--- src/rtl/bundle_seq.sv ---
// Bundles cfg_num binary hypervectors into one majority-vote vector using a
// bank of D per-dimension counters sequenced by a CLR/ACC/THR/OUT controller.

module bundle_seq_lane #(
    parameter int CW = 8
) (
    input  logic          clk,
    input  logic          rst,
    input  logic          clr_i,
    input  logic          inc_i,
    input  logic          bit_i,
    input  logic          thr_i,
    input  logic [CW-1:0] num_i,
    output logic          hv_o
);
    logic [CW-1:0] cnt_q;
    logic          hv_q;

    always_ff @(posedge clk) begin
        if (rst) begin
            cnt_q <= '0;
            hv_q  <= 1'b0;
        end else begin
            if (clr_i)
                cnt_q <= '0;
            else if (inc_i)
                cnt_q <= cnt_q + {{(CW-1){1'b0}}, bit_i};
            // 2*cnt > num in CW+2 bits; ties fall to 0
            if (thr_i)
                hv_q <= ({1'b0, cnt_q, 1'b0} > {2'b00, num_i});
        end
    end

    assign hv_o = hv_q;
endmodule

module bundle_seq #(
    parameter int D  = 16,
    parameter int CW = 8
) (
    input  logic          clk,
    input  logic          rst,
    input  logic          start,
    input  logic [CW-1:0] cfg_num,
    input  logic          abort,
    output logic          busy,
    input  logic          hv_valid,
    output logic          hv_ready,
    input  logic [D-1:0]  hv_data,
    output logic          out_valid,
    input  logic          out_ready,
    output logic [D-1:0]  out_hv
);
    typedef enum logic [2:0] {S_IDLE, S_CLR, S_ACC, S_THR, S_OUT} state_t;

    state_t        state_q, state_d;
    logic [CW-1:0] num_q, num_d;
    logic [CW-1:0] rcv_q, rcv_d;
    logic          hv_ready_q, out_valid_q;
    logic          beat, clr, inc, thr;
    logic [D-1:0]  hv_q;

    assign beat = hv_valid & hv_ready_q;

    always_ff @(posedge clk) begin
        if (rst) begin
            state_q     <= S_IDLE;
            num_q       <= '0;
            rcv_q       <= '0;
            hv_ready_q  <= 1'b0;
            out_valid_q <= 1'b0;
        end else begin
            state_q     <= state_d;
            num_q       <= num_d;
            rcv_q       <= rcv_d;
            // Handshake flags are registered off the next state
            hv_ready_q  <= (state_d == S_ACC);
            out_valid_q <= (state_d == S_OUT);
        end
    end

    always_comb begin
        state_d = state_q;
        num_d   = num_q;
        rcv_d   = rcv_q;
        case (state_q)
            S_IDLE: if (start && cfg_num != '0) begin
                num_d   = cfg_num;
                state_d = S_CLR;
            end
            S_CLR: begin
                rcv_d   = '0;
                state_d = S_ACC;
            end
            S_ACC: if (beat) begin
                rcv_d = rcv_q + 1'b1;
                if (rcv_q == num_q - 1'b1)
                    state_d = S_THR;
            end
            S_THR: state_d = S_OUT;
            S_OUT: if (out_ready) state_d = S_IDLE;
            default: state_d = S_IDLE;
        endcase
        if (abort && state_q != S_IDLE)
            state_d = S_IDLE;
    end

    always_comb begin
        busy = (state_q != S_IDLE);
        clr  = (state_q == S_CLR);
        inc  = beat && !abort;
        thr  = (state_q == S_THR);
    end

    for (genvar i = 0; i < D; i++) begin : g_lane
        bundle_seq_lane #(.CW(CW)) u_lane (
            .clk   (clk),
            .rst   (rst),
            .clr_i (clr),
            .inc_i (inc),
            .bit_i (hv_data[i]),
            .thr_i (thr),
            .num_i (num_q),
            .hv_o  (hv_q[i])
        );
    end

    assign hv_ready  = hv_ready_q;
    assign out_valid = out_valid_q;
    assign out_hv    = hv_q;
endmodule
--- config.mk ---
export PLATFORM = sky130hd
export DESIGN_NAME = bundle_seq
export DESIGN_NICKNAME = d
export VERILOG_FILES = /design/src/rtl/bundle_seq.sv
export SDC_FILE = /design/constraint.sdc
export NUM_CORES = 1
export LEC_CHECK = 0
export CAP_MARGIN = 20
export CORE_ASPECT_RATIO = 0.7
export CORE_MARGIN = 1
export CORE_UTILIZATION = 40
export CTS_BUF_LIST = sky130_fd_sc_hd__clkbuf_8
export DETAILED_ROUTE_END_ITERATION = 7
export HOLD_SLACK_MARGIN = 0.1
export SYNTH_ARGS = -nofsm -noshare
export SYNTH_HDL_FRONTEND = slang
export SYNTH_SLANG_ARGS = --single-unit
--- constraint.sdc ---
create_clock -name clk -period 3.6 [get_ports clk]
set_input_delay 0.54 -clock clk [delete_from_list [all_inputs] [get_ports clk]]
set_output_delay 0.54 -clock clk [all_outputs]
set_load 0.01 [all_outputs]
# After elaboration in Yosys (flattened, before gate mapping)
# Index checks and enable logic that the tools add are counted.
# W data, S select, Z words.
word_totals:
  ff_bits: 165
  in_bits: 30
  word_cells: 99
classes:
  add_sub_neg: 18
  magnitude_cmp: 16
  n_eq_ne: 8
  mux: 8
  n_bitwise: 1
  reduce_logical: 11
ops:
  columns: ["cell", "count"]
  rows:
  - ["$gt A9 B8 Y1", 16]
  - ["$add A8 B1 Y8", 16]
  - ["$pmux W8 S2", 1]
  - ["$mux W3", 5]
  - ["$pmux W3 S5", 1]
  - ["$eq A3 B2 Y1 const B", 3]
  - ["$add A8 B1 Y8 const B", 1]
  - ["$eq A8 B8 Y1", 1]
  - ["$mux W8", 1]
  - ["$reduce_bool A8 Y1", 1]
  - ["$sub A8 B1 Y8 const B", 1]
  - ["$eq A3 B3 Y1 const B", 2]
  - ["$reduce_and A2 Y1", 2]
  - ["$eq A3 B1 Y1 const B", 1]
  - ["$logic_and A1 B1 Y1", 3]
  - ["$logic_not A3 Y1", 1]
  - ["$reduce_bool A3 Y1", 1]
  - ["$ne A2 B2 Y1 const B", 1]
  - ["$reduce_bool A2 Y1", 1]
  - ["$reduce_or A2 Y1", 1]
  - ["$and A1 B1 Y1", 1]
  - ["$logic_not A1 Y1", 1]

# Depth between registers and ports, before layout
# Gate-level depths: netlist of run 1.
logic_depth:
  word_depth: 7
  depth_mapped: 9
  mapped_depth_nobuf: 7

# Modules after synthesis
# A second synthesis of run 1 with hierarchy kept.
hier_totals:
  cells_unflattened: 1197
  hier_area_um2: 10518.8
modules_own_cells:
  columns: ["mod", "n_inst", "cells_each", "area_per_inst_um2", "seq_area_each_um2"]
  rows:
  - ["bundle_seq_lane", 16, 66, 581.8, 180.2]
  - ["bundle_seq", 1, 141, 1209.9, 420.4]

# Least setup slack after synthesis of run 1
# No wires, ideal clock.
synth_timing:
  kind: "reg2reg"
  start: "register num_q[2]"
  end: "register g_lane[15].u_lane.hv_q"
  setup_ns: 0.132
  t_arrival_ns: 1.763
  setup_slack_ns: 1.705
  stages_incl_launch_ff: 8
  n_path_buf: 0
  synth_period_minus_slack_ns: 1.895
  path_cell_list: "dfxtp_1 > inv_1 > ha_1 > a21oi_1 > o21ai_0 > a221o_1 > a211oi_1 > nor3_1"
synth_via:
  elab_chain_cells: 1
synth_lines:
  columns: ["element", "line", "rtl"]
  rows:
  - ["from (decl)", "57", "logic [CW-1:0] num_q, num_d;"]
  - ["from (signal assigned)", "74", "num_q <= num_d;"]
  - ["$gt A9 B8 Y1", "30", "hv_q <= ({1'b0, cnt_q, 1'b0} > {2'b00, num_i});"]
  - ["to (signal assigned)", "30", null]
  - ["to (decl)", "17", "logic hv_q;"]
# Every way passes these cells.
# A chain may end at the register's enable or synchronous reset.

# Worst setup path after layout of run 1
layout_timing:
  start: "register num_q[6]"
  end: "register g_lane[8].u_lane.hv_q"
layout_via:
  elab_chain_cells: 1
layout_lines:
  columns: ["element", "line"]
  rows:
  - ["$gt A9 B8 Y1", "30"]
  - ["to (signal assigned)", "30"]
  - ["to (decl)", "17"]
# Every way passes these cells.

==> results.yml, run 1 <==
critical_path:
  r2r_end: "g_lane[8].u_lane.hv_o"
  worstSetupStartpoint: "num_q[6]"
  endpoint_kind: "register"
  critical_path_class: "register to register"
  cp_data_arrival_time_ns: 2.76
  reg2reg_depth: 7
  start_kind: "register"
  critPathRequiredTime_ns: 3.93
  critPathMaxFanout: 13
  crit_end: "g_lane[8].u_lane.hv_o"
  reg2reg_from: "num_q[6]"
  cpMaxStageDelayCell: "inv_1"
  slowest_delay_ns: 0.59
  rrSetupSlack_ns: 1.17
  path_cells: "inv_1 -> buf_4 -> ha_1 -> a21o_1 -> a221o_1 -> a211oi_1 -> nor3_1"
power:
  ir_worst_vdd_mv: 0.2146
  p_leak_nw: 4.428
  powerDensity_nw_per_um2: 335.9
  fin_total_pwr_mw: 3.575
timing:
  fin_crit_sh: 0.6751
  hold_violations: 0
  worst_slew_pin_slew_ns: 0.9204
  fmax_mhz: 411.4
  finClkSkew_ns: 0.01088
  slew_violations: 0
  finalSetupViolCount: 0
  fin_crit_ns: 2.431
  rsz0062_at_grt: "false"
  final.setup.worst_slack_ns: 1.169
  fin_tns_setup_ns: 0
  relSlewSlack: 0.3857
outcome:
  status: "complete, no violations"
yosys:
  async_reset_ff_frac: 0
  ys_types: 42
  ys_top_cells_by_area: "dfxtp_1 35%, ha_1 19%, xor2_1 7.8%"
  synthFlopType: "dfxtp_1"
  synth_warnings: 0
  ys_seq_area_frac: 0.3460
  synth_area_per_cell_um2: 8.742
  netlist_top_cells_count: "165 x dfxtp_1, 160 x nor2_1, 146 x ha_1, 108 x nand2_1, 85 x xor2_1"
  yosysTopAreaCellShare: 0.3460
  synth_top_area_cell: "dfxtp_1"
  synthesis.area_um2: 9547
  syn_nets: 1268
  synth-seq-cells: 165
  synth_edf_count: 0
  syn_inst: 1092
  synth.most_common_cell: "dfxtp_1"
final_layout:
  areaGrowthSynthToFinish_pct: 11.48
  final_nets: 1292
  fillCellCount: 2285
  fin_util: 0.4623
  n_antenna_cell: 0
  drive_above_1_share: 0.04433
cts:
  cts_resized: 0
  h-tree-depth: 4
  cts_hold_buf: 0
  clock_latency_ns: 0.46
  cts_tree: "yes"
  clkSinkCount: 165
  clock-root-buffer: "clkbuf_8"
  clock_path_buffers: 2
  clkTransAtPathRegs_ns: 0.08
  numCtsBuffers: 17
  postCtsSetupRepairBufs: 0
global_route:
  globalRouteTotalUtil: 0.1897
  grt_max_degree: 135
  grt-ovfl-total: 0
  grt_pass1_wl_um: 37200
  grt_pass1_vias: 6987
  antenna_found_initial: 0
floorplan:
  initial_utilization: 0.4147
  fp.dieH_um: 131.3
  dieArea_um2: 24500
  core_area_um2: 23020
  die_w_um: 186.7
  rows: 46
  ioPinCount: 49
routing:
  first_iter_violations: 457
  drc_errors: 0
  firstDrtPassIters: 5
  via_per_inst: 5.246
  vias: 7554
  antenna_left: 0
  finalWirelength_um: 22540
  wl_per_cell_um: 15.65
placed_design:
  gp_congestion: 0.8094
  post-place-ws_ns: 1.170
  port_buffers: 48
  hpwl_um: 14670
flow_run:
  drv_cap: 0
hold_path:
  hp-class: "register to register"
  holdCritStartpoint: "g_lane[8].u_lane.cnt_q[0]"
[layout by cell type, fill, tap and decap left out, types with 2 or more instances in the layout]
master	netlist	routed
xor2_1	85	85
or2_2	2	2
a21oi_1	71	71
a221o_1	15	15
clkdlybuf4s50_1	0	48
nand2_1	108	108
bufinv_16	0	2
nand3_1	69	69
a211oi_2	2	2
a211oi_1	17	17
clkinv_2	0	2
clkbuf_8	0	20
and2_1	2	2
a21o_1	17	17
nand4_1	35	35
ha_1	146	146
xnor2_1	28	28
clkinvlp_4	0	4
o21ai_0	16	16
dfxtp_1	165	165
buf_12	0	3
nor3b_1	7	7
inv_1	10	13
buf_4	16	9
nor2_1	160	159
nor4_1	4	4
nand2b_1	3	3
mux2i_1	8	8
and3_1	33	33
nand4b_1	3	3
nor3_1	16	16
nand3b_1	2	2
[routing by layer]
metal | up-vias | part of all wire | GRT usage
met1 | 3527 | 0.54 | 0.2821
met4 | 0 | 0.0073 | 0.03734
li1 | 3874 | - | -
met2 | 138 | 0.41 | 0.2821
met5 | - | 0 | 0
met3 | 15 | 0.040 | 0.03552
[flip-flops by register name (all words and copies together), names as in the netlist]
name	flops
g_lane.u_lane.hv_o	16
rcv_q	8
out_valid	1
g_lane.u_lane.cnt_q	128
state_q	3
num_q	8
hv_ready	1
[critical path: cells and delay by family, from the launching register on]
kind	cells	cell delay [ns]
adders and majority gates	1	0.25
DFF	1	0.36
and+or+nand+nor	1	0.08
AOI/OAI and AO/OA	3	0.73
buffers and inverters	2	0.87
[stage by stage]
stage | hold slack (ns) | instances | cell area [µm²]
after floorplan | 0.4567 | 1092 | 9547
after global placement | 0.4674 | 1409 | 10260
after detailed placement | 0.4748 | 1409 | 10260
after CTS | 0.4871 | 1440 | 10640
after global routing | 0.5085 | 1440 | 10640
final | 0.4858 | 1440 | 10640
[area by class of cell]
type                       count  area (µm²)  share of cell area
multi-input combinational    862        5917              0.5560
sequential                   165        3303              0.3104
timing repair buffer          60       608.1             0.05714
tap                          312       390.4             0.03668
clock buffer                  20       275.3             0.02586
clock inverter                11       111.4             0.01046
inverter                      10       37.54            0.003527
[report_power, final]
group / leakage, nW / total [mW] / switching (mW) / internal (mW)
Combinational: 2.90 / 0.394 / 0.241 / 0.153
Clock: 0.196 / 1.33 / 0.677 / 0.657
Sequential: 1.33 / 1.85 / 0.0130 / 1.83
[cell families after synthesis]
group / count (synthesis) / synth area share
AOI/OAI and AO/OA: 144 / 0.09594
adders and majority gates: 147 / 0.1924
DFF: 165 / 0.3460
xor gates and xnor gates: 113 / 0.1037
and+or+nand+nor: 449 / 0.2163
muxes: 9 / 0.009568
buffers and inverters: 65 / 0.03617
[how the worst min path moves through the flow]
stage / end / slack (ns) / cells after the start
final: g_lane[8].u_lane.cnt_q[0] / 0.49 / 2
after global routing: g_lane[8].u_lane.cnt_q[0] / 0.51 / 2
after CTS: g_lane[9].u_lane.cnt_q[0] / 0.49 / 2
after detailed placement: g_lane[9].u_lane.cnt_q[0] / 0.47 / 2
after global placement: g_lane[8].u_lane.cnt_q[0] / 0.47 / 2
after floorplan: g_lane[10].u_lane.cnt_q[0] / 0.46 / 2
Note: power is estimated with default switching activity, not from simulation.
==> run 2: changes to the inputs <==
==> constraint.sdc (replaced) <==
create_clock -name clk -period 2 [get_ports clk]
set_input_delay 0.3 -clock clk [delete_from_list [all_inputs] [get_ports clk]]
set_output_delay 0.3 -clock clk [all_outputs]
set_load 0.01 [all_outputs]
==> results.yml, run 2 (synthesis gave the netlist of run 1 again) <==
floorplan:
  initial_utilization: 0.4147
  ioPinCount: 49
  fp.dieH_um: 131.3
  rows: 46
  core_area_um2: 23020
  die_w_um: 186.7
  dieArea_um2: 24500
timing:
  relSlewSlack: 0.5630
  slew_violations: 0
  fin_crit_ns: 1.958
  hold_violations: 0
  finClkSkew_ns: 0.01428
  worst_slew_pin_slew_ns: 0.6537
  finalSetupViolCount: 0
  fmax_mhz: 510.8
  rsz0062_at_grt: "true"
  fin_crit_sh: 0.9788
  final.setup.worst_slack_ns: 0.04247
  holdWs_ns: 0.4847
critical_path:
  cpMaxStageDelayCell: "dfxtp_2"
  cp_data_arrival_time_ns: 2.30
  critical_path_class: "register to register"
  worstSetupStartpoint: "num_q[6]"
  slowest_delay_ns: 0.36
  r2r_end: "g_lane[8].u_lane.hv_o"
  reg2reg_from: "num_q[6]"
  endpoint_kind: "register"
  critPathMaxFanout: 6
  reg2reg_depth: 8
  rrSetupSlack_ns: 0.04
  start_kind: "register"
  critPathRequiredTime_ns: 2.34
  path_cells: "clkinvlp_4 -> buf_12 -> buf_6 -> ha_1 -> a21o_1 -> a221o_1 -> a211oi_2 -> nor3_1"
cts:
  clock-root-buffer: "clkbuf_8"
  clock_path_buffers: 2
  clkTransAtPathRegs_ns: 0.09
  cts_hold_buf: 0
  clkSinkCount: 165
  clock_latency_ns: 0.47
  cts_tree: "yes"
  h-tree-depth: 4
  numCtsBuffers: 17
placed_design:
  hpwl_um: 16250
  port_buffers: 48
  gp_congestion: 0.7984
  post-place-ws_ns: -0.1532
global_route:
  antenna_found_initial: 0
  globalRouteTotalUtil: 0.1962
  grt_pass1_vias: 7192
  grt-ovfl-total: 0
  grt_pass1_wl_um: 38390
  grt_max_degree: 49
routing:
  first_iter_violations: 415
  vias: 7784
  drc_errors: 0
  firstDrtPassIters: 4
  via_per_inst: 5.231
  finalWirelength_um: 23540
  wl_per_cell_um: 15.82
  antenna_left: 0
outcome:
  status: "complete, no violations"
hold_path:
  holdCritStartpoint: "g_lane[12].u_lane.cnt_q[0]"
  hp-class: "register to register"
  hold-path-endpoint: "g_lane[12].u_lane.cnt_q[0]"
  min_delay_path_depth: 2
final_layout:
  final_common_cell: "dfxtp_1"
  most-common-layout-cells: "160 x dfxtp_1, 159 x nor2_1, 142 x ha_1"
  largest_register_ffs: 128
  areaGrowthSynthToFinish_pct: 18.62
  fillCellCount: 2172
  n_antenna_cell: 0
  final_nets: 1340
  drive_above_1_share: 0.1029
  largest_register: "g_lane.u_lane.cnt_q"
power:
  ir_worst_vdd_mv: 0.5024
  p_leak_nw: 4.772
  powerDensity_nw_per_um2: 596.3
flow_run:
  drv_cap: 0
-- run 2: layer usage --
| metal | share of wire | up-vias | GRT usage |
|---|---|---|---|
| li1 | - | 3969 | - |
| met1 | 0.53 | 3661 | 0.2922 |
| met2 | 0.41 | 132 | 0.2830 |
| met3 | 0.047 | 22 | 0.04033 |
| met4 | 0.012 | 0 | 0.05100 |
| met5 | 0 | - | 0 |
-- run 2: worst max-delay path by stage --
stage / cells after the start / slack (ns) / endpoint
2_1_floorplan: 7 / 0.11 / g_lane[15].u_lane.hv_o
3_3_place_gp: 7 / -0.15 / g_lane[15].u_lane.hv_o
3_5_place_dp: 7 / -0.15 / g_lane[15].u_lane.hv_o
4_1_cts: 7 / -0.04 / g_lane[1].u_lane.hv_o
5_1_grt: 8 / -0.05 / g_lane[8].u_lane.hv_o
6_report: 8 / 0.04 / g_lane[8].u_lane.hv_o
-- run 2: metrics by stage --
step           total power [mW]  utilization  setup TNS (ns)  std cells  cell area [µm²]
5_1_grt                   7.049       0.4919         -0.1527       1488            11320
2_1_floorplan             3.854            -               0       1092             9547
3_5_place_dp              4.223       0.4661          -1.011       1454            10730
4_1_cts                   6.802       0.4858         -0.2129       1488            11180
3_3_place_gp              4.212       0.4661          -1.019       1454            10730
6_report                  6.753       0.4919               0       1488            11320
-- run 2: worst max-delay path: cells and delay by family, from the launching register on --
family	cells	cell delay, ns
AO/OA/AOI/OAI	3	0.72
adder cells (fa/ha/maj)	1	0.29
buffers and inverters	3	0.38
flip-flops	1	0.36
AND/OR/NAND/NOR	1	0.07
-- run 2: repair_timing --
action | in CTS | in global routing
hold endpoints to repair | 0 | 0
gates resized for setup | 8 | 28
setup endpoints to repair | 14 | 16
pin swaps | 0 | 4
buffers inserted | 3 | 1
-- run 2: layout make-up --
class,instances,area [µm²],share of cell area
Multi-Input combinational cell,862,6021,0.5317
Timing Repair Buffer,108,1151,0.1016
Clock buffer,20,275.3,0.02431
Inverter,10,41.29,0.003646
Tap cell,312,390.4,0.03447
Clock inverter,11,136.4,0.01204
Sequential cell,165,3309,0.2922
-- run 2: where the power goes --
part | internal, mW | total, mW | switching [mW]
sequential | 3.30 | 3.32 | 0.0164
combinational | 0.388 | 0.867 | 0.480
clock | 1.31 | 2.57 | 1.25
==> variant, RTL diff (config.mk and constraints of run 2) <==
`CW` is set to 8 in 2 places; all go to 4.
--- a/src/rtl/bundle_seq.sv
+++ b/src/rtl/bundle_seq.sv
@@ -4,3 +4,3 @@
 module bundle_seq_lane #(
-    parameter int CW = 8
+    parameter int CW = 4
 ) (
@@ -38,3 +38,3 @@
     parameter int D  = 16,
-    parameter int CW = 8
+    parameter int CW = 4
 ) (
Interface: changed (resized cfg_num); port bits go from 49 to 45. The function was not compared with the original's and may differ.
==> variant against run 2 <==
- the flow now finishes with violations (DRC)
- count of clock-buffer cells in the layout decreased by 7
- setup slack better by 0.085 ns
- cell count is 47% lower
- die area is 46% lower
- area after synthesis is 47% lower
- routed wire length is 52% lower
- via count decreased by 48%
- power decreased by 49%
- design area fell by 48%
- sequential cell count shrank 72
==> variant: results (changes against run 2) <==
multi-input combinational cell area 2970 um^2 (was 6020 um^2); total track usage 19.2% (was 19.6%); Cells after DPL 766 (was 1454); FILL cells 1185 (was 2172); max reg flops 64 (was 128); CTS Buf Count 9 (was 17); synth warn 0 (unchanged); first-pass GRT wire length 19300 um (was 38400 um); Static Leak 2.36 nW (was 4.77 nW); post-synthesis sequential area ratio 36.5% (was 34.6%); clock buffer depth 2 (unchanged); violated checks DRC; detailed placement HPWL 7540 um (was 16200 um); register clock-pin slew on the reported worst setup and hold paths 0.09 ns (about the same); Async S/R FF share, synth 0% (unchanged); Clock Skew 0.00901 ns (was 0.0143 ns); drt pass-1 iters 6 (was 4); Critical Path AT 1.57 ns (was 2.30 ns); critical path class flip-flop to output pin (was flip-flop to flip-flop); DRC viols 1 (was 0); critical path's slowest cell dfxtp_1 (was dfxtp_2); nets 723 (was 1340); via count 4034 (was 7784); status finished with violations (was complete, no violations); Post-Syn Nets 696 (was 1268); worst vdd ir 0.313 mV (was 0.502 mV); Worst path max stage delay 0.53 ns (was 0.36 ns); worst-margin pin slew 0.481 ns (was 0.654 ns); CTS HTree Levels 3 (was 4); share of post-route cells with drive strength above 1 5.81% (was 10.3%); CP max FO 8 (was 6); # resized after CTS 1 (was 8); Skew-Pair Late Insertion Delay 0.37 ns (was 0.47 ns); gpl congestion 0.754 (was 0.798); initial detailed-routing violation count 264 (was 415); Place WS 0.0804 ns (was -0.153 ns); vias in the first global route 3984 (was 7192); postcts setup bufs 0 (was 3); synth unique cells 36 (was 42); Avg WL per Cell 14.5 um (was 15.8 um); Syn Inst Count 588 (was 1092); placed inst area 5650 um^2 (was 10700 um^2); Post-synth top cells dfxtp_1, ha_1, nand2_1 (was dfxtp_1, nor2_1, ha_1); routed wire length 11300 um (was 23500 um); Port-buffer cells 44 (was 48); largest net degree at the start of global routing 45 (was 49); Net Sw Frac 24.8% (was 25.9%); Area contributors post-synth dfxtp_1, ha_1, nand2_1, xor2_1, nor2_1 (was dfxtp_1, ha_1, xor2_1, nor2_1, nand2_1); Worst path top cell family by delay buffers and inverters (was compound AO/OA/AOI/OAI gates)
variant: per-layer routing:
metal	vias up	routed length, um	track usage, %
met5	-	0	0
met2	54	5120	32.1
met4	0	192	6.59
met1	1890	5650	24.5
li1	2072	-	-
met3	18	345	4.07
variant: final timing paths:
| check | from | end | slack (ns) | cells past startpoint |
|---|---|---|---|---|
| max | state_q[1]$_SDFF_PP0_ | busy | 0.13 | 3 |
| min | g_lane[2].u_lane.cnt_q[0]$_SDFFE_PP0P_ | g_lane[2].u_lane.cnt_q[0]$_SDFFE_PP0P_ | 0.49 | 2 |
| max reg2reg | state_q[0]$_SDFF_PP0_ | g_lane[9].u_lane.cnt_q[2]$_SDFFE_PP0P_ | 0.31 | 4 |
| min reg2reg | g_lane[2].u_lane.cnt_q[0]$_SDFFE_PP0P_ | g_lane[2].u_lane.cnt_q[0]$_SDFFE_PP0P_ | 0.49 | 2 |
variant: layout make-up:
cell class | count | area share, %
Sequential cell | 93 | 31.8
Multi-Input combinational cell | 443 | 50.7
Tap cell | 162 | 3.46
Clock inverter | 3 | 0.192
Inverter | 8 | 0.513
Clock buffer | 13 | 3.06
Timing Repair Buffer | 60 | 10.2
variant: cell families after synthesis:
logic type	count (synthesis)	share of synthesized area [%]
compound gates	92	10.1
simple gates	226	20.3
fa+ha+maj	83	20.3
xor+xnor	39	6.69
buf+inv	52	5.61
mux	3	0.588
flops	93	36.5
variant: tightest hold or removal path, cell delays in order, from the launching register on:
cell and delay [ns]:
dfxtp_1 0.33, nand2_1 0.06, a21oi_1 0.05
variant: power by group through the flow:
| stage | Sequential (mW) | Combinational, mW | Clock (mW) |
|---|---|---|---|
| floorplan | 1.92 | 0.224 | 0 |
| global placement | 1.92 | 0.354 | 0 |
| detailed placement | 1.92 | 0.367 | 0 |
| CTS | 1.88 | 0.368 | 1.26 |
| global route | 1.88 | 0.413 | 1.33 |
| finish | 1.88 | 0.366 | 1.22 |
